<file path="src/rtl/wb_arbiter_if.sv">
// wb_arbiter_if: bundles the write-back arbiter's execute/LSU/decode-side
// signals and its register-file write port.
//   slave  : arbiter side (inputs *_i, outputs *_o)
//   master : surrounding pipeline / testbench side
// Signals: ALU result (valid/addr/data, stall back), LSU result
// (valid/ready/addr/data), decode sources rs1/rs2 with hazard back,
// and the registered write port wr_en/rd_addr/rd_data.
interface wb_arbiter_if;
    logic        alu_valid_i;
    logic [4:0]  alu_rd_addr_i;
    logic [31:0] alu_rd_data_i;
    logic        alu_stall_o;
    logic        lsu_valid_i;
    logic        lsu_ready_o;
    logic [4:0]  lsu_rd_addr_i;
    logic [31:0] lsu_rd_data_i;
    logic [4:0]  rs1_addr_i;
    logic [4:0]  rs2_addr_i;
    logic        hazard_o;
    logic        wr_en_o;
    logic [4:0]  rd_addr_o;
    logic [31:0] rd_data_o;

    modport slave (
        input  alu_valid_i, alu_rd_addr_i, alu_rd_data_i,
        input  lsu_valid_i, lsu_rd_addr_i, lsu_rd_data_i,
        input  rs1_addr_i, rs2_addr_i,
        output alu_stall_o, lsu_ready_o, hazard_o,
        output wr_en_o, rd_addr_o, rd_data_o
    );

    modport master (
        output alu_valid_i, alu_rd_addr_i, alu_rd_data_i,
        output lsu_valid_i, lsu_rd_addr_i, lsu_rd_data_i,
        output rs1_addr_i, rs2_addr_i,
        input  alu_stall_o, lsu_ready_o, hazard_o,
        input  wr_en_o, rd_addr_o, rd_data_o
    );
endinterface

</file>
<file path="src/rtl/wb_arbiter.sv">
// wb_arbiter: owns the register-file write port. Merges single-cycle ALU
// results with buffered LSU results and issues one registered write per cycle.
// Ports:
//   clk    rising-edge clock
//   rst_n  asynchronous active-low reset
//   bus    wb_arbiter_if.slave (ALU/LSU results, decode sources, write port)
// Parameters:
//   DEPTH       LSU FIFO depth (power of two, >= 2)
//   STARVE_MAX  blocked cycles of a non-empty FIFO before the ALU must yield
module wb_arbiter #(
    parameter int DEPTH      = 2,
    parameter int STARVE_MAX = 4
) (
    input  logic        clk,
    input  logic        rst_n,
    wb_arbiter_if.slave bus
);
    localparam int PW = $clog2(DEPTH);
    localparam int SW = $clog2(STARVE_MAX + 1);
    localparam logic [SW-1:0] STARVE_LIM = SW'(STARVE_MAX);

    logic [4:0]       fifo_addr_q [DEPTH];
    logic [31:0]      fifo_data_q [DEPTH];
    logic [DEPTH-1:0] valid_q, valid_d;
    logic [PW-1:0]    rd_ptr_q, rd_ptr_d;
    logic [PW-1:0]    wr_ptr_q, wr_ptr_d;
    logic [SW-1:0]    starve_cnt_q, starve_cnt_d;
    logic             alu_stall_q, alu_stall_d;
    logic             wr_en_q, wr_en_d;
    logic [4:0]       rd_addr_q, rd_addr_d;
    logic [31:0]      rd_data_q, rd_data_d;

    logic fifo_empty, fifo_full, lsu_ready, push, pop, sel_alu, hazard;

    // A slot is occupied exactly when its valid bit is set, so full/empty
    // fall out of the valid vector without a separate count.
    assign fifo_empty = ~|valid_q;
    assign fifo_full  = &valid_q;
    assign lsu_ready  = rst_n & ~fifo_full;
    // rd == 0 results complete the handshake but are dropped.
    assign push = bus.lsu_valid_i & lsu_ready & (bus.lsu_rd_addr_i != 5'd0);

    always_comb begin
        pop       = 1'b0;
        sel_alu   = 1'b0;
        if (alu_stall_q && !fifo_empty) begin
            pop = 1'b1;
        end else if (bus.alu_valid_i && bus.alu_rd_addr_i != 5'd0) begin
            sel_alu = 1'b1;
        end else if (!fifo_empty) begin
            pop = 1'b1;
        end

        wr_en_d   = pop | sel_alu;
        rd_addr_d = rd_addr_q;
        rd_data_d = rd_data_q;
        if (sel_alu) begin
            rd_addr_d = bus.alu_rd_addr_i;
            rd_data_d = bus.alu_rd_data_i;
        end else if (pop) begin
            rd_addr_d = fifo_addr_q[rd_ptr_q];
            rd_data_d = fifo_data_q[rd_ptr_q];
        end

        valid_d  = valid_q;
        rd_ptr_d = rd_ptr_q;
        wr_ptr_d = wr_ptr_q;
        if (pop) begin
            valid_d[rd_ptr_q] = 1'b0;
            rd_ptr_d          = rd_ptr_q + PW'(1);
        end
        if (push) begin
            valid_d[wr_ptr_q] = 1'b1;
            wr_ptr_d          = wr_ptr_q + PW'(1);
        end

        // A pop clears the counter, so the forced-yield stall lasts one cycle.
        if (fifo_empty || pop) begin
            starve_cnt_d = '0;
        end else if (starve_cnt_q == STARVE_LIM) begin
            starve_cnt_d = starve_cnt_q;
        end else begin
            starve_cnt_d = starve_cnt_q + SW'(1);
        end
        alu_stall_d = (starve_cnt_d == STARVE_LIM);
    end

    // The output register is not checked: the register file forwards
    // same-cycle writes, so only still-buffered results are hazards.
    always_comb begin
        hazard = 1'b0;
        for (int i = 0; i < DEPTH; i++) begin
            if (valid_q[i] &&
                ((fifo_addr_q[i] == bus.rs1_addr_i && bus.rs1_addr_i != 5'd0) ||
                 (fifo_addr_q[i] == bus.rs2_addr_i && bus.rs2_addr_i != 5'd0))) begin
                hazard = 1'b1;
            end
        end
    end

    always_ff @(posedge clk or negedge rst_n) begin
        if (!rst_n) begin
            valid_q      <= '0;
            rd_ptr_q     <= '0;
            wr_ptr_q     <= '0;
            starve_cnt_q <= '0;
            alu_stall_q  <= 1'b0;
            wr_en_q      <= 1'b0;
            rd_addr_q    <= 5'd0;
            rd_data_q    <= 32'd0;
        end else begin
            valid_q      <= valid_d;
            rd_ptr_q     <= rd_ptr_d;
            wr_ptr_q     <= wr_ptr_d;
            starve_cnt_q <= starve_cnt_d;
            alu_stall_q  <= alu_stall_d;
            wr_en_q      <= wr_en_d;
            rd_addr_q    <= rd_addr_d;
            rd_data_q    <= rd_data_d;
        end
    end

    // Storage is qualified by valid_q, so it needs no reset.
    always_ff @(posedge clk) begin
        if (push) begin
            fifo_addr_q[wr_ptr_q] <= bus.lsu_rd_addr_i;
            fifo_data_q[wr_ptr_q] <= bus.lsu_rd_data_i;
        end
    end

    assign bus.lsu_ready_o = lsu_ready;
    assign bus.hazard_o    = hazard;
    assign bus.alu_stall_o = alu_stall_q;
    assign bus.wr_en_o     = wr_en_q;
    assign bus.rd_addr_o   = rd_addr_q;
    assign bus.rd_data_o   = rd_data_q;
endmodule

</file>
<file path="src/flat_wrapper.sv">
// flat-port wrapper written by rule: the top's interface ports become plain ports
module wb_arbiter_flat 
#(
    parameter int DEPTH      = 2,
    parameter int STARVE_MAX = 4
)
  (clk, rst_n, bus_alu_valid_i, bus_alu_rd_addr_i, bus_alu_rd_data_i, bus_lsu_valid_i, bus_lsu_rd_addr_i, bus_lsu_rd_data_i, bus_rs1_addr_i, bus_rs2_addr_i, bus_alu_stall_o, bus_lsu_ready_o, bus_hazard_o, bus_wr_en_o, bus_rd_addr_o, bus_rd_data_o);
  wb_arbiter_if bus_i ();
  input  logic clk;
  input  logic rst_n;
  input wire logic [$bits(bus_i.alu_valid_i)-1:0] bus_alu_valid_i;
  input wire logic [$bits(bus_i.alu_rd_addr_i)-1:0] bus_alu_rd_addr_i;
  input wire logic [$bits(bus_i.alu_rd_data_i)-1:0] bus_alu_rd_data_i;
  input wire logic [$bits(bus_i.lsu_valid_i)-1:0] bus_lsu_valid_i;
  input wire logic [$bits(bus_i.lsu_rd_addr_i)-1:0] bus_lsu_rd_addr_i;
  input wire logic [$bits(bus_i.lsu_rd_data_i)-1:0] bus_lsu_rd_data_i;
  input wire logic [$bits(bus_i.rs1_addr_i)-1:0] bus_rs1_addr_i;
  input wire logic [$bits(bus_i.rs2_addr_i)-1:0] bus_rs2_addr_i;
  output wire logic [$bits(bus_i.alu_stall_o)-1:0] bus_alu_stall_o;
  output wire logic [$bits(bus_i.lsu_ready_o)-1:0] bus_lsu_ready_o;
  output wire logic [$bits(bus_i.hazard_o)-1:0] bus_hazard_o;
  output wire logic [$bits(bus_i.wr_en_o)-1:0] bus_wr_en_o;
  output wire logic [$bits(bus_i.rd_addr_o)-1:0] bus_rd_addr_o;
  output wire logic [$bits(bus_i.rd_data_o)-1:0] bus_rd_data_o;
  assign bus_i.alu_valid_i = bus_alu_valid_i;
  assign bus_i.alu_rd_addr_i = bus_alu_rd_addr_i;
  assign bus_i.alu_rd_data_i = bus_alu_rd_data_i;
  assign bus_i.lsu_valid_i = bus_lsu_valid_i;
  assign bus_i.lsu_rd_addr_i = bus_lsu_rd_addr_i;
  assign bus_i.lsu_rd_data_i = bus_lsu_rd_data_i;
  assign bus_i.rs1_addr_i = bus_rs1_addr_i;
  assign bus_i.rs2_addr_i = bus_rs2_addr_i;
  assign bus_alu_stall_o = bus_i.alu_stall_o;
  assign bus_lsu_ready_o = bus_i.lsu_ready_o;
  assign bus_hazard_o = bus_i.hazard_o;
  assign bus_wr_en_o = bus_i.wr_en_o;
  assign bus_rd_addr_o = bus_i.rd_addr_o;
  assign bus_rd_data_o = bus_i.rd_data_o;
  wb_arbiter #(.DEPTH(DEPTH), .STARVE_MAX(STARVE_MAX)) u_core (.clk(clk), .rst_n(rst_n), .bus(bus_i));
endmodule
</file>
<file path="config.mk">
export PLATFORM = sky130hd
export DESIGN_NAME = wb_arbiter_flat
export DESIGN_NICKNAME = d
export VERILOG_FILES = /design/src/rtl/wb_arbiter_if.sv /design/src/rtl/wb_arbiter.sv /design/src/flat_wrapper.sv
export SDC_FILE = /design/constraint.sdc
export NUM_CORES = 1
export LEC_CHECK = 0
export ABC_AREA = 0
export CAP_MARGIN = 20
export CORE_ASPECT_RATIO = 0.6
export CORE_MARGIN = 2
export CORE_UTILIZATION = 30
export DETAILED_ROUTE_END_ITERATION = 10
export MAX_ROUTING_LAYER = met4
export PLACE_DENSITY = 0.52
export SKIP_LAST_GASP = 1
export SLEW_MARGIN = 15
export SYNTH_ARGS = -nofsm -noshare
export SYNTH_HDL_FRONTEND = slang
export SYNTH_SLANG_ARGS = --single-unit
</file>
<file path="constraint.sdc">
create_clock -name clk -period 7.65 [get_ports clk]
set_clock_uncertainty 0.15 [all_clocks]
set_input_delay 1.53 -clock clk [delete_from_list [all_inputs] [get_ports clk]]
set_output_delay 1.53 -clock clk [all_outputs]
set_load 0.01 [all_outputs]
</file>
==> impl_results.html, run 1 <==
<table>
<tr><th>Metric</th><th>Value</th></tr>
<tr><th colspan="2">Routing</th></tr>
<tr><td>Detailed-route via count</td><td>3,419</td></tr>
<tr><td>Drt drc</td><td>0</td></tr>
<tr><td>Sum of routed wire length over all layers</td><td>12.37 mm</td></tr>
<tr><td>Wire length per cell</td><td>16.25 um</td></tr>
<tr><td>Via density per instance</td><td>4.493</td></tr>
<tr><td>Antenna-violating nets left</td><td>0</td></tr>
<tr><td>Total length of routed met2 wires</td><td>5.020 mm</td></tr>
<tr><td>Topmost layer with routed signal wires</td><td>met4</td></tr>
<tr><td>Metal3 WL</td><td>842 um</td></tr>
<tr><td>Number of optimization iterations in the first detailed-route pass</td><td>4</td></tr>
<tr><td>Routed length on met1</td><td>6.401 mm</td></tr>
<tr><td>DRT iter0 DRCs</td><td>189</td></tr>
<tr><th colspan="2">Worst setup path</th></tr>
<tr><td>Worst Reg-to-Reg Cells</td><td>4</td></tr>
<tr><td>R2R Path End</td><td>u_core.fifo_data_q[0][8]$_DFFE_PP_</td></tr>
<tr><td>Last element of the critical path</td><td>bus_hazard_o</td></tr>
<tr><td>Most repeated library cell on the critical path</td><td>clkdlybuf4s50_1</td></tr>
<tr><td>Top fanout value on the critical path</td><td>3</td></tr>
<tr><td>Arrival time worst endpoint</td><td>3490 ps</td></tr>
<tr><td>Launch point of the worst path</td><td>bus_rs2_addr_i[1]</td></tr>
<tr><td>Critical path's largest stage delay</td><td>560 ps</td></tr>
<tr><td>Cell with the biggest individual delay on the critical path</td><td>or4_1</td></tr>
<tr><td>Type of element launching the critical path</td><td>input pin</td></tr>
<tr><td>Reg-to-reg critical path startpoint</td><td>u_core.valid_q[0]$_DFF_PN0_</td></tr>
<tr><td>Critical path capture point type</td><td>output port</td></tr>
<tr><td>Cell Chain, Critical Path</td><td>clkdlybuf4s50_1, or4_1, nor2_1, nor4_1, o21ai_0, nand2_1, clkdlybuf4s50_1</td></tr>
<tr><td>FF-to-FF setup slack</td><td>5110 ps</td></tr>
<tr><td>Crit Path Category</td><td>in2out</td></tr>
<tr><td>Critical path data required time</td><td>5970 ps</td></tr>
<tr><th colspan="2">GRT</th></tr>
<tr><td>Number of global-route vias before repair</td><td>3,631</td></tr>
<tr><td>Number of antenna violations at the first check in global routing</td><td>0</td></tr>
<tr><td>Global Route Usage Sum</td><td>0.1454</td></tr>
<tr><td>Largest net degree at the start of global routing</td><td>75</td></tr>
<tr><td>Global-route wire length before repair</td><td>19.68 mm</td></tr>
<tr><td>Overall overflow remaining after global route</td><td>0</td></tr>
<tr><th colspan="2">Timing</th></tr>
<tr><td>Final setup TNS</td><td>0 ps</td></tr>
<tr><td>Upper clock frequency limit</td><td>0.1936 GHz</td></tr>
<tr><td>Setup violators final</td><td>0</td></tr>
<tr><td>Transition at the pin with the smallest max-transition slack</td><td>808.7 ps</td></tr>
<tr><td>Hold WS</td><td>322.9 ps</td></tr>
<tr><td>Setup repair after global routing missed its margin</td><td>no</td></tr>
<tr><td>Endpoints failing hold</td><td>0</td></tr>
<tr><td>Min Clock Period, post-route</td><td>5166 ps</td></tr>
<tr><td>Worst slew margin relative to its limit</td><td>0.4609</td></tr>
<tr><td>Final-report max-slew violation count</td><td>0</td></tr>
<tr><td>Final worst-path cycle share</td><td>0.6752</td></tr>
<tr><th colspan="2">Run status</th></tr>
<tr><td>Status</td><td>complete, no violations</td></tr>
<tr><th colspan="2">Clock tree</th></tr>
<tr><td>Root buffer selected by CTS</td><td>clkbuf_16</td></tr>
<tr><td>Register clock-pin slew on the reported worst setup and hold paths</td><td>50 ps</td></tr>
<tr><td>Source-to-sink clock delay at the later pin of the worst-skew pair</td><td>400 ps</td></tr>
<tr><td>Buffer depth of the longest clock path</td><td>2</td></tr>
<tr><td>Cts bufs inserted</td><td>17</td></tr>
<tr><td>Post-CTS resize count</td><td>0</td></tr>
<tr><td>Clock tree from TritonCTS</td><td>built</td></tr>
<tr><td>Maximum level of the CTS H-tree</td><td>4</td></tr>
<tr><td>Post CTS Setup Buffer Count</td><td>0</td></tr>
<tr><td>Number of buffers inserted by hold repair at cts</td><td>0</td></tr>
<tr><td>Sink count of the clock tree</td><td>120</td></tr>
<tr><th colspan="2">Die</th></tr>
<tr><td>Starting density of the core</td><td>0.3109</td></tr>
<tr><td>Row Count</td><td>36</td></tr>
<tr><td>Die Y</td><td>105.3 um</td></tr>
<tr><td>CORE AREA</td><td>0.01649 sq mm</td></tr>
<tr><td># IOs</td><td>129</td></tr>
<tr><td>Area of the die</td><td>0.01818 sq mm</td></tr>
<tr><td>Die Width</td><td>172.8 um</td></tr>
<tr><th colspan="2">Synth</th></tr>
<tr><td>Total number of yosys warnings</td><td>0</td></tr>
<tr><td>Most frequently used flop master after synthesis</td><td>edfxtp_1</td></tr>
<tr><td>Cell types occupying the most area after synthesis</td><td>edfxtp_1 (43%), dfrtp_1 (22%), mux2i_1 (7.4%), nand2_1 (5.0%), o21ai_0 (4.5%)</td></tr>
<tr><td>Sequential share of the synthesized area</td><td>0.6580</td></tr>
<tr><td>Combined area of all synthesized cells</td><td>0.005126 sq mm</td></tr>
<tr><td>Mapped Nets</td><td>478</td></tr>
<tr><td>Post-synth top area share</td><td>0.4335</td></tr>
<tr><td>Cell taking the most area after synthesis</td><td>edfxtp_1</td></tr>
<tr><td>Number of synthesized register bits</td><td>120</td></tr>
<tr><td>Synthesized area divided by synthesized cell count</td><td>13.21 sq um</td></tr>
<tr><td>Cell count after synthesis</td><td>388</td></tr>
<tr><td>EDFF count, synth</td><td>74</td></tr>
<tr><td>Share of synthesized flip-flops with an asynchronous set or reset</td><td>0.3833</td></tr>
<tr><td>Count of different cell masters after synthesis</td><td>38</td></tr>
<tr><th colspan="2">Layout</th></tr>
<tr><td>Final net count</td><td>610</td></tr>
<tr><td>Final design area excluding fillers</td><td>0.007209 sq mm</td></tr>
<tr><td>Share of post-route cells with drive strength above 1</td><td>0.1220</td></tr>
<tr><td>Antenna cells</td><td>0</td></tr>
<tr><td>Layout-stage area growth over the synthesis result</td><td>40.64%</td></tr>
<tr><td>Count of filler cells inserted in the layout</td><td>1,540</td></tr>
<tr><th colspan="2">Power and ir drop</th></tr>
<tr><td>Register share of total power</td><td>0.386</td></tr>
<tr><td>Share of total power in combinational logic</td><td>0.274</td></tr>
<tr><td>Power density normalized to cell area</td><td>345.2 mW/mm^2</td></tr>
<tr><td>Peak supply drop</td><td>0.0001415 V</td></tr>
<tr><td>Power, Total</td><td>2.489 mW</td></tr>
<tr><td>Internal Pwr Total</td><td>1.754 mW</td></tr>
<tr><td>LEAKAGE</td><td>2.662 nW</td></tr>
<tr><td>Net switching power figure</td><td>734.6 uW</td></tr>
<tr><td>Clock share of power</td><td>0.340</td></tr>
<tr><td>Sw Share</td><td>0.2952</td></tr>
<tr><th colspan="2">Placement</th></tr>
<tr><td>IO Port Bufs</td><td>128</td></tr>
<tr><td>Placer congestion estimate</td><td>0.8053</td></tr>
<tr><td>Total placed instance area</td><td>0.006583 sq mm</td></tr>
<tr><td>HPWL after detailed placement</td><td>8.375 mm</td></tr>
<tr><th colspan="2">Min path</th></tr>
<tr><td>Tightest Hold Check Type</td><td>reg2reg</td></tr>
<tr><th colspan="2">Flow run</th></tr>
<tr><td>Number of max-cap violations</td><td>0</td></tr>
</table>
## power by group through the flow
stage	clock network [mW]	registers [mW]	logic [mW]
after floorplan	0	0.975	0.375
after global placement	0	0.969	0.681
after detailed placement	0	0.975	0.694
after CTS	0.863	0.966	0.695
after global routing	0.892	0.981	0.745
final	0.845	0.961	0.683
## stage by stage
step | utilization | worst slack (ps) | cells
finish | 0.4373 | 2484 | 761
global route | 0.4373 | 2411 | 761
floorplan | - | 3314 | 388
detailed placement | 0.3993 | 2499 | 729
global placement | 0.3993 | 2546 | 729
CTS | 0.4373 | 2485 | 761
## cell type report
type	count	area, sq um	share of cell area
Sequential cell	120	3374	0.4681
Inverter	5	21.27	0.002950
Clock inverter	15	201.4	0.02794
Tap cell	228	285.3	0.03957
Timing Repair Buffer	133	1314	0.1822
Clock buffer	17	425.4	0.05901
Multi-Input combinational cell	243	1588	0.2202
## critical path: cells and delay by family
family / cells / cell delay (ps)
AOI/OAI and AO/OA: 1 / 150
and+or+nand+nor: 4 / 870
buffers and inverters: 2 / 940
## placed cells by master, fill, tap and decap left out, drive strengths merged, types with 6 or more instances in the layout
master and instances:
clkdlybuf4s50 127, edfxtp 74, nand2 68, o21ai 68, dfrtp 46, mux2i 38
clkbuf 17, xnor2 13, xor2 9, nor2 7, inv 7, a21oi 6
buf 6
## cell usage after synthesis, drive strengths merged, types with 2 or more instances
cell     n
o211ai   2
a21oi    6
xor2     9
dfrtp   46
or4      4
inv      5
nand2b   2
a21o     2
clkbuf   3
nor4     5
ha       2
buf     17
nor2     7
mux2i   38
o22ai    4
edfxtp  74
o21ai   68
xnor2   13
nand3    5
nand2   68
## worst min path at each step
stage	startpoint	endpoint	slack, ps	depth (start not counted)
after floorplan	u_core.wr_ptr_q$_DFFE_PN0P_	u_core.wr_ptr_q$_DFFE_PN0P_	320	1
after global placement	u_core.bus.rd_data_o[0]$_DFFE_PN0P_	u_core.bus.rd_data_o[0]$_DFFE_PN0P_	310	2
after detailed placement	u_core.bus.rd_data_o[8]$_DFFE_PN0P_	u_core.bus.rd_data_o[8]$_DFFE_PN0P_	320	2
after CTS	u_core.bus.rd_data_o[8]$_DFFE_PN0P_	u_core.bus.rd_data_o[8]$_DFFE_PN0P_	330	2
after global routing	u_core.bus.rd_data_o[6]$_DFFE_PN0P_	u_core.bus.rd_data_o[6]$_DFFE_PN0P_	340	2
final	u_core.bus.rd_data_o[8]$_DFFE_PN0P_	u_core.bus.rd_data_o[8]$_DFFE_PN0P_	320	2
## logic make-up (layout without fill, tap and decap cells)
kind of cell	Yosys count	in the layout	share of synthesized area
flip-flops	120	120	0.6580
AND/OR/NAND/NOR	96	96	0.08201
AO/OA/AOI/OAI	84	84	0.1042
multiplexers	39	39	0.07640
buffers and inverters	25	170	0.03686
XOR/XNOR	22	22	0.03759
adder cells (fa/ha/maj)	2	2	0.004881
## layer usage
metal,vias up,global-route usage
met5,-,-
met4,0,0.04419
met3,11,0.05051
met2,111,0.2002
met1,1622,0.2008
li1,1675,-
## sequential cells by signal, summed over array words and instances, names as in the netlist
name and count:
u_core.bus.alu_stall_o 1, u_core.wr_ptr_q 1, u_core.starve_cnt_q 3, u_core.fifo_addr_q 10, u_core.bus.wr_en_o 1, u_core.fifo_data_q 64, u_core.bus.rd_addr_o 5, u_core.bus.rd_data_o 32
u_core.valid_q 2, u_core.rd_ptr_q 1
Note: power is estimated with default switching activity, not from simulation.
==> run 2: changes to the inputs <==
--- a/config.mk
+++ b/config.mk
@@ -12,7 +12,7 @@
 export CORE_UTILIZATION = 30
 export DETAILED_ROUTE_END_ITERATION = 10
 export MAX_ROUTING_LAYER = met4
-export PLACE_DENSITY = 0.52
+export PLACE_DENSITY = 0.54
 export SKIP_LAST_GASP = 1
 export SLEW_MARGIN = 15
 export SYNTH_ARGS = -nofsm -noshare
==> constraint.sdc (replaced) <==
create_clock -name clk -period 4.5 [get_ports clk]
set_clock_uncertainty 0.15 [all_clocks]
set_input_delay 0.9 -clock clk [delete_from_list [all_inputs] [get_ports clk]]
set_output_delay 0.9 -clock clk [all_outputs]
set_load 0.01 [all_outputs]
==> impl_results.html, run 2 (synthesis results as in run 1) <==
<table>
<tr><th>Metric</th><th>Value</th></tr>
<tr><th colspan="2">Clock tree</th></tr>
<tr><td>Post CTS Setup Buffer Count</td><td>0 (unchanged)</td></tr>
<tr><td>Root buffer selected by CTS</td><td>clkbuf_16</td></tr>
<tr><td>Cts bufs inserted</td><td>17 (unchanged)</td></tr>
<tr><td>Number of buffers inserted by hold repair at cts</td><td>0 (unchanged)</td></tr>
<tr><td>Sink count of the clock tree</td><td>120 (unchanged)</td></tr>
<tr><td>Maximum level of the CTS H-tree</td><td>4 (unchanged)</td></tr>
<tr><td>Buffer depth of the longest clock path</td><td>2 (unchanged)</td></tr>
<tr><td>Clock tree from TritonCTS</td><td>built</td></tr>
<tr><td>Source-to-sink clock delay at the later pin of the worst-skew pair</td><td>400 ps (about the same)</td></tr>
<tr><td>Register clock-pin slew on the reported worst setup and hold paths</td><td>50 ps (about the same)</td></tr>
<tr><td>Post-CTS resize count</td><td>0 (unchanged)</td></tr>
<tr><th colspan="2">Layout</th></tr>
<tr><td>Final net count</td><td>611 (+0.16%)</td></tr>
<tr><td>Final cell count without fillers</td><td>762 (+0.13%)</td></tr>
<tr><td>Layout-stage area growth over the synthesis result</td><td>40.69% (about the same)</td></tr>
<tr><td>Max FFs per register</td><td>64 (unchanged)</td></tr>
<tr><td>Commonest cells after routing, fill and taps aside</td><td>clkdlybuf4s50_1 (127), edfxtp_1 (74), nand2_1 (68)</td></tr>
<tr><td>Most common library cell in the layout ignoring fill and taps</td><td>clkdlybuf4s50_1</td></tr>
<tr><td>Share of post-route cells with drive strength above 1</td><td>0.1236 (+0.001644)</td></tr>
<tr><td>Antenna cells</td><td>0 (unchanged)</td></tr>
<tr><td>Largest Register</td><td>u_core.fifo_data_q</td></tr>
<tr><th colspan="2">Routing</th></tr>
<tr><td>Detailed-route via count</td><td>3,452 (+0.97%)</td></tr>
<tr><td>Wire length per cell</td><td>16.89 um (+4.0%)</td></tr>
<tr><td>Number of optimization iterations in the first detailed-route pass</td><td>4 (unchanged)</td></tr>
<tr><td>Drt drc</td><td>0 (unchanged)</td></tr>
<tr><td>Antenna-violating nets left</td><td>0 (unchanged)</td></tr>
<tr><td>DRT iter0 DRCs</td><td>227 (+20%)</td></tr>
<tr><td>Sum of routed wire length over all layers</td><td>12.87 mm (+4.1%)</td></tr>
<tr><td>Via density per instance</td><td>4.530 (+0.83%)</td></tr>
<tr><th colspan="2">GRT</th></tr>
<tr><td>Global Route Usage Sum</td><td>0.1507 (+0.005281)</td></tr>
<tr><td>Global-route wire length before repair</td><td>20.27 mm (+3.0%)</td></tr>
<tr><td>Overall overflow remaining after global route</td><td>0 (unchanged)</td></tr>
<tr><td>Number of global-route vias before repair</td><td>3,564 (-1.8%)</td></tr>
<tr><td>Largest net degree at the start of global routing</td><td>75 (unchanged)</td></tr>
<tr><td>Number of antenna violations at the first check in global routing</td><td>0 (unchanged)</td></tr>
<tr><th colspan="2">Min path</th></tr>
<tr><td>Tightest Hold Check Type</td><td>reg2reg</td></tr>
<tr><th colspan="2">Timing</th></tr>
<tr><td>Setup repair after global routing missed its margin</td><td>no</td></tr>
<tr><td>Upper clock frequency limit</td><td>0.2525 GHz</td></tr>
<tr><td>Final worst-path cycle share</td><td>0.8801</td></tr>
<tr><td>Min Clock Period, post-route</td><td>3961 ps</td></tr>
<tr><td>Transition at the pin with the smallest max-transition slack</td><td>721.5 ps (-87.16 ps)</td></tr>
<tr><td>Worst slew margin relative to its limit</td><td>0.5190 (+0.05811)</td></tr>
<tr><td>Setup violators final</td><td>0 (unchanged)</td></tr>
<tr><td>Final setup TNS</td><td>0 ps (unchanged)</td></tr>
<tr><td>Endpoints failing hold</td><td>0 (unchanged)</td></tr>
<tr><td>Final worst slack</td><td>539.5 ps (-1945 ps)</td></tr>
<tr><td>Final-report max-slew violation count</td><td>0 (unchanged)</td></tr>
<tr><th colspan="2">Die</th></tr>
<tr><td>Row Count</td><td>36 (unchanged)</td></tr>
<tr><td>Die Width</td><td>172.8 um (unchanged)</td></tr>
<tr><td>Die Y</td><td>105.3 um (unchanged)</td></tr>
<tr><td># IOs</td><td>129 (unchanged)</td></tr>
<tr><td>Starting density of the core</td><td>0.3109 (unchanged)</td></tr>
<tr><td>CORE AREA</td><td>0.01649 sq mm (unchanged)</td></tr>
<tr><td>Area of the die</td><td>0.01818 sq mm (unchanged)</td></tr>
<tr><th colspan="2">Worst setup path</th></tr>
<tr><td>Crit Path Category</td><td>in2out</td></tr>
<tr><td>Top fanout value on the critical path</td><td>3 (unchanged)</td></tr>
<tr><td>Top cell family by delay on the critical path</td><td>buffers and inverters</td></tr>
<tr><td>Type of element launching the critical path</td><td>input pin</td></tr>
<tr><td>CP bufs+invs</td><td>2 (unchanged)</td></tr>
<tr><td>Critical path capture point type</td><td>output port</td></tr>
<tr><td>Critical path data required time</td><td>3450 ps (-2520 ps)</td></tr>
<tr><td>Critical path's largest stage delay</td><td>560 ps (about the same)</td></tr>
<tr><td>Cell Chain, Critical Path</td><td>clkdlybuf4s50_1, or4_1, nor2_1, nor4_1, o21ai_0, nand2_1, clkdlybuf4s50_1</td></tr>
<tr><td>Cell with the biggest individual delay on the critical path</td><td>or4_1</td></tr>
<tr><td>Most repeated library cell on the critical path</td><td>clkdlybuf4s50_1</td></tr>
<tr><td>Arrival time worst endpoint</td><td>2910 ps (-580 ps)</td></tr>
<tr><th colspan="2">Power and ir drop</th></tr>
<tr><td>Power density normalized to cell area</td><td>587.3 mW/mm^2 (+70%)</td></tr>
<tr><td>Peak supply drop</td><td>0.0002129 V (+50%)</td></tr>
<tr><td>LEAKAGE</td><td>2.673 nW (+0.39%)</td></tr>
<tr><th colspan="2">Placement</th></tr>
<tr><td>HPWL after detailed placement</td><td>8.684 mm (+3.7%)</td></tr>
<tr><td>Setup Slack @ Placement</td><td>567.6 ps (-1931 ps)</td></tr>
<tr><td>Cell count after placement</td><td>730 (+0.14%)</td></tr>
<tr><td>IO Port Bufs</td><td>128 (unchanged)</td></tr>
<tr><td>Placer congestion estimate</td><td>0.7858 (-2.4%)</td></tr>
<tr><th colspan="2">Flow run</th></tr>
<tr><td>Number of max-cap violations</td><td>0 (unchanged)</td></tr>
<tr><th colspan="2">Run status</th></tr>
<tr><td>Status</td><td>complete, no violations</td></tr>
</table>
[run 2: changes by cell type in the layout (fill, tap and decap cells not counted), moves of 2 or more]
cell,delta
clkbuf_1,+2
clkinv_1,-2
clkinv_2,+3
clkinv_4,-2
[run 2: layout make-up]
class	instances	area [sq um]
Clock buffer	20	446.7
Clock inverter	12	175.2
Fill cell	1567	9274
Inverter	5	21.27
Multi-Input combinational cell	243	1588
Sequential cell	120	3374
Tap cell	228	285.3
Timing Repair Buffer	134	1321
[run 2: worst paths after layout]
check | to | from | slack (ps) | cells after the start
max reg2reg | u_core.fifo_data_q[1][28]$_DFFE_PP_ | u_core.valid_q[0]$_DFF_PN0_ | 1880 | 4
min in group asynchronous | u_core.bus.rd_addr_o[2]$_DFFE_PN0P_ | rst_n | 540 | 2
min | u_core.bus.rd_data_o[22]$_DFFE_PN0P_ | u_core.bus.rd_data_o[22]$_DFFE_PN0P_ | 320 | 2
min reg2reg | u_core.bus.rd_data_o[22]$_DFFE_PN0P_ | u_core.bus.rd_data_o[22]$_DFFE_PN0P_ | 320 | 2
max in group asynchronous | u_core.rd_ptr_q$_DFFE_PN0N_ | rst_n | 3150 | 2
max | bus_hazard_o | bus_rs1_addr_i[1] | 540 | 7
[run 2: power by group]
group	internal [mW]	switching [mW]
sequential	1.45	0.183
combinational	0.610	0.568
clock	0.941	0.487
[run 2: metal layers]
metal | up-vias | global-route usage | share of wire | routed length (um)
met3 | 12 | 0.04870 | 0.066 | 855
li1 | 1675 | - | - | -
met5 | - | - | 0 | 0
met2 | 119 | 0.2040 | 0.41 | 5314
met4 | 0 | 0.05327 | 0.0082 | 106
met1 | 1646 | 0.2105 | 0.51 | 6597
[run 2: tightest hold or removal path, stage by stage (launching register included)]
cell and delay (ps):
dfrtp_1 340, nand2_1 40, o21ai_0 60
[run 2: stage by stage]
stage	util	hold slack (ps)	area, sq um	power [mW]
floorplan	-	318.1	5126	2.294
global placement	0.3997	313.2	6590	2.815
detailed placement	0.3997	317.9	6590	2.841
CTS	0.4375	330.4	7212	4.291
global route	0.4375	341.4	7212	4.457
finish	0.4375	323.3	7212	4.236
==> run 3: changes to the inputs <==
--- a/config.mk
+++ b/config.mk
@@ -13,6 +13,7 @@
 export DETAILED_ROUTE_END_ITERATION = 10
 export MAX_ROUTING_LAYER = met4
 export PLACE_DENSITY = 0.54
+export RECOVER_POWER = 100
 export SKIP_LAST_GASP = 1
 export SLEW_MARGIN = 15
 export SYNTH_ARGS = -nofsm -noshare
==> impl_results.html, run 3 (synthesis results as in run 1) <==
<table>
<tr><th>Metric</th><th>Value</th></tr>
<tr><th colspan="2">Timing</th></tr>
<tr><td>Final worst-path cycle share</td><td>0.9057 (+0.02558)</td></tr>
<tr><td>Final-report max-slew violation count</td><td>67 (+67)</td></tr>
<tr><td>Transition at the pin with the smallest max-transition slack</td><td>2864 ps (+2143 ps)</td></tr>
<tr><td>Worst slew margin relative to its limit</td><td>-0.9094 (-1.428)</td></tr>
<tr><td>Final setup TNS</td><td>0 ps (unchanged)</td></tr>
<tr><td>Upper clock frequency limit</td><td>0.2454 GHz (-2.8%)</td></tr>
<tr><td>Min Clock Period, post-route</td><td>4076 ps (+115.1 ps)</td></tr>
<tr><td>Setup violators final</td><td>0 (unchanged)</td></tr>
<tr><td>Endpoints failing hold</td><td>0 (unchanged)</td></tr>
<tr><td>Setup repair after global routing missed its margin</td><td>no</td></tr>
<tr><td>Final worst slack</td><td>424.3 ps (-115.1 ps)</td></tr>
<tr><td>Hold WS</td><td>318.0 ps (-5.292 ps)</td></tr>
<tr><th colspan="2">Flow run</th></tr>
<tr><td>Number of max-cap violations</td><td>2 (+2)</td></tr>
<tr><th colspan="2">Min path</th></tr>
<tr><td>Min-Delay Startpoint</td><td>u_core.bus.rd_data_o[22]$_DFFE_PN0P_</td></tr>
<tr><td>Hold Crit Endpoint</td><td>u_core.bus.rd_data_o[22]$_DFFE_PN0P_</td></tr>
<tr><td>Tightest Hold Check Type</td><td>reg2reg</td></tr>
<tr><td>Worst hold path cell count</td><td>2 (unchanged)</td></tr>
<tr><th colspan="2">Run status</th></tr>
<tr><td>Status</td><td>finished, violations left</td></tr>
<tr><td>Violated checks</td><td>max-capacitance violations, max-slew violations</td></tr>
<tr><th colspan="2">Routing</th></tr>
<tr><td>Detailed-route via count</td><td>3,429 (-0.67%)</td></tr>
<tr><td>Number of optimization iterations in the first detailed-route pass</td><td>4 (unchanged)</td></tr>
<tr><td>Sum of routed wire length over all layers</td><td>12.82 mm (-0.39%)</td></tr>
<tr><td>DRT iter0 DRCs</td><td>206 (-9.3%)</td></tr>
<tr><td>Antenna-violating nets left</td><td>0 (unchanged)</td></tr>
<tr><td>Drt drc</td><td>0 (unchanged)</td></tr>
<tr><td>Via density per instance</td><td>4.482 (-1.1%)</td></tr>
<tr><td>Wire length per cell</td><td>16.76 um (-0.78%)</td></tr>
<tr><th colspan="2">Clock tree</th></tr>
<tr><td>Post CTS Setup Buffer Count</td><td>0 (unchanged)</td></tr>
<tr><td>Register clock-pin slew on the reported worst setup and hold paths</td><td>50 ps (about the same)</td></tr>
<tr><td>Source-to-sink clock delay at the later pin of the worst-skew pair</td><td>400 ps (about the same)</td></tr>
<tr><td>Buffer depth of the longest clock path</td><td>2 (unchanged)</td></tr>
<tr><td>Number of buffers inserted by hold repair at cts</td><td>0 (unchanged)</td></tr>
<tr><td>Sink count of the clock tree</td><td>120 (unchanged)</td></tr>
<tr><td>Maximum level of the CTS H-tree</td><td>4 (unchanged)</td></tr>
<tr><td>Root buffer selected by CTS</td><td>clkbuf_16</td></tr>
<tr><td>Post-CTS resize count</td><td>0 (unchanged)</td></tr>
<tr><td>Cts bufs inserted</td><td>17 (unchanged)</td></tr>
<tr><td>Clock tree from TritonCTS</td><td>built</td></tr>
<tr><th colspan="2">Worst setup path</th></tr>
<tr><td>R2R Path End</td><td>u_core.fifo_data_q[1][28]$_DFFE_PP_</td></tr>
<tr><td>Type of element launching the critical path</td><td>input pin</td></tr>
<tr><td>Critical path capture point type</td><td>output port</td></tr>
<tr><td>Arrival time worst endpoint</td><td>3030 ps (+120 ps)</td></tr>
<tr><td>Crit Path Category</td><td>in2out</td></tr>
<tr><td>FF-to-FF setup slack</td><td>1060 ps (-820 ps)</td></tr>
<tr><td>Critical path data required time</td><td>3450 ps (about the same)</td></tr>
<tr><td>Worst Reg-to-Reg Cells</td><td>4 (unchanged)</td></tr>
<tr><td>Reg-to-reg critical path startpoint</td><td>u_core.valid_q[0]$_DFF_PN0_</td></tr>
<tr><td>Top fanout value on the critical path</td><td>3 (unchanged)</td></tr>
<tr><th colspan="2">Power and ir drop</th></tr>
<tr><td>LEAKAGE</td><td>2.684 nW (+0.40%)</td></tr>
<tr><td>Power, Total</td><td>4.148 mW (-2.1%)</td></tr>
<tr><td>Power density normalized to cell area</td><td>578.1 mW/mm^2 (-1.6%)</td></tr>
<tr><td>Peak supply drop</td><td>0.0002077 V (-2.4%)</td></tr>
<tr><th colspan="2">Die</th></tr>
<tr><td>Die Width</td><td>172.8 um (unchanged)</td></tr>
<tr><td>CORE AREA</td><td>0.01649 sq mm (unchanged)</td></tr>
<tr><td>Die Y</td><td>105.3 um (unchanged)</td></tr>
<tr><td>Area of the die</td><td>0.01818 sq mm (unchanged)</td></tr>
<tr><td>Starting density of the core</td><td>0.3109 (unchanged)</td></tr>
<tr><td>Row Count</td><td>36 (unchanged)</td></tr>
<tr><td># IOs</td><td>129 (unchanged)</td></tr>
<tr><th colspan="2">Layout</th></tr>
<tr><td>Combined flip-flop and latch cell area</td><td>0.003374 sq mm (unchanged)</td></tr>
<tr><td>Share of post-route cells with drive strength above 1</td><td>0.1124 (-0.01124)</td></tr>
<tr><td>Commonest cells after routing, fill and taps aside</td><td>dlygate4sd3_1 (79), edfxtp_1 (74), nand2_1 (68)</td></tr>
<tr><td>Count of filler cells inserted in the layout</td><td>1,566 (-0.064%)</td></tr>
<tr><td>Multi-input combinational cell area</td><td>0.001554 sq mm (-2.1%)</td></tr>
<tr><td>Max FFs per register</td><td>64 (unchanged)</td></tr>
<tr><td>Most common library cell in the layout ignoring fill and taps</td><td>dlygate4sd3_1</td></tr>
<tr><td>Layout-stage area growth over the synthesis result</td><td>39.98%</td></tr>
<tr><td>Largest Register</td><td>u_core.fifo_data_q</td></tr>
<tr><td>Final net count</td><td>611 (unchanged)</td></tr>
<tr><th colspan="2">Placement</th></tr>
<tr><td>IO Port Bufs</td><td>128 (unchanged)</td></tr>
<tr><td>Placer congestion estimate</td><td>0.7858 (unchanged)</td></tr>
<tr><td>HPWL after detailed placement</td><td>8.684 mm (unchanged)</td></tr>
<tr><td>Setup Slack @ Placement</td><td>567.6 ps (unchanged)</td></tr>
<tr><th colspan="2">GRT</th></tr>
<tr><td>Number of global-route vias before repair</td><td>3,564 (unchanged)</td></tr>
<tr><td>Global Route Usage Sum</td><td>0.1507 (unchanged)</td></tr>
<tr><td>Largest net degree at the start of global routing</td><td>75 (unchanged)</td></tr>
<tr><td>Number of antenna violations at the first check in global routing</td><td>3 (+3)</td></tr>
<tr><td>Global-route wire length before repair</td><td>20.27 mm (unchanged)</td></tr>
<tr><td>Overall overflow remaining after global route</td><td>0 (unchanged)</td></tr>
</table>
run 3: changes by cell type in the layout (fill, tap and decap cells not counted), sizes merged:
cell	change
dlygate4sd3	+79
diode	+3
buf	-4
clkbuf	+4
clkdlybuf4s50	-79
run 3: area by class of cell:
type | instances | share of cell area
Clock inverter | 12 | 0.02441
Clock buffer | 20 | 0.06225
Antenna cell | 3 | 0.001046
Sequential cell | 120 | 0.4703
Timing Repair Buffer | 134 | 0.1827
Multi-Input combinational cell | 243 | 0.2166
Inverter | 5 | 0.002964
Tap cell | 228 | 0.03976
run 3: stage by stage:
| step | area, sq um | std cells | util |
|---|---|---|---|
| after floorplan | 5126 | 388 | - |
| after global placement | 6590 | 730 | 0.3997 |
| after detailed placement | 6590 | 730 | 0.3997 |
| after CTS | 7212 | 762 | 0.4375 |
| after global routing | 7176 | 765 | 0.4353 |
| final | 7176 | 765 | 0.4353 |
run 3: worst max-delay path, cell delays in order:
cell and delay, ps:
clkdlybuf4s50_1 470, or4_1 560, nor2_1 160, nor4_1 90, o21ai_0 170, nand2_1 70, dlygate4sd3_1 600
run 3: worst max-delay path by stage:
stage	from	depth (start not counted)	slack (ps)	to
after global placement	bus_rs1_addr_i[1]	7	660	bus_hazard_o
after CTS	bus_rs1_addr_i[1]	7	550	bus_hazard_o
after global routing	rst_n	2	220	u_core.rd_ptr_q$_DFFE_PN0N_
after detailed placement	bus_rs1_addr_i[1]	7	570	bus_hazard_o
final	bus_rs1_addr_i[1]	7	420	bus_hazard_o
after floorplan	rst_n	3	790	u_core.fifo_addr_q[0][0]$_DFFE_PP_
run 3: metal layers:
layer	track usage	up-vias	routed length [um]
li1	-	1675	-
met1	0.2105	1638	6540
met2	0.2040	106	5318
met3	0.04870	10	863
met4	0.05327	0	100
met5	-	-	0
run 3: power breakdown:
| part | leakage (nW) | switching, mW | internal (mW) |
|---|---|---|---|
| registers | 1.22 | 0.173 | 1.45 |
| clock network | 0.296 | 0.488 | 0.941 |
| logic | 1.17 | 0.561 | 0.537 |
| total | 2.68 | 1.22 | 2.93 |
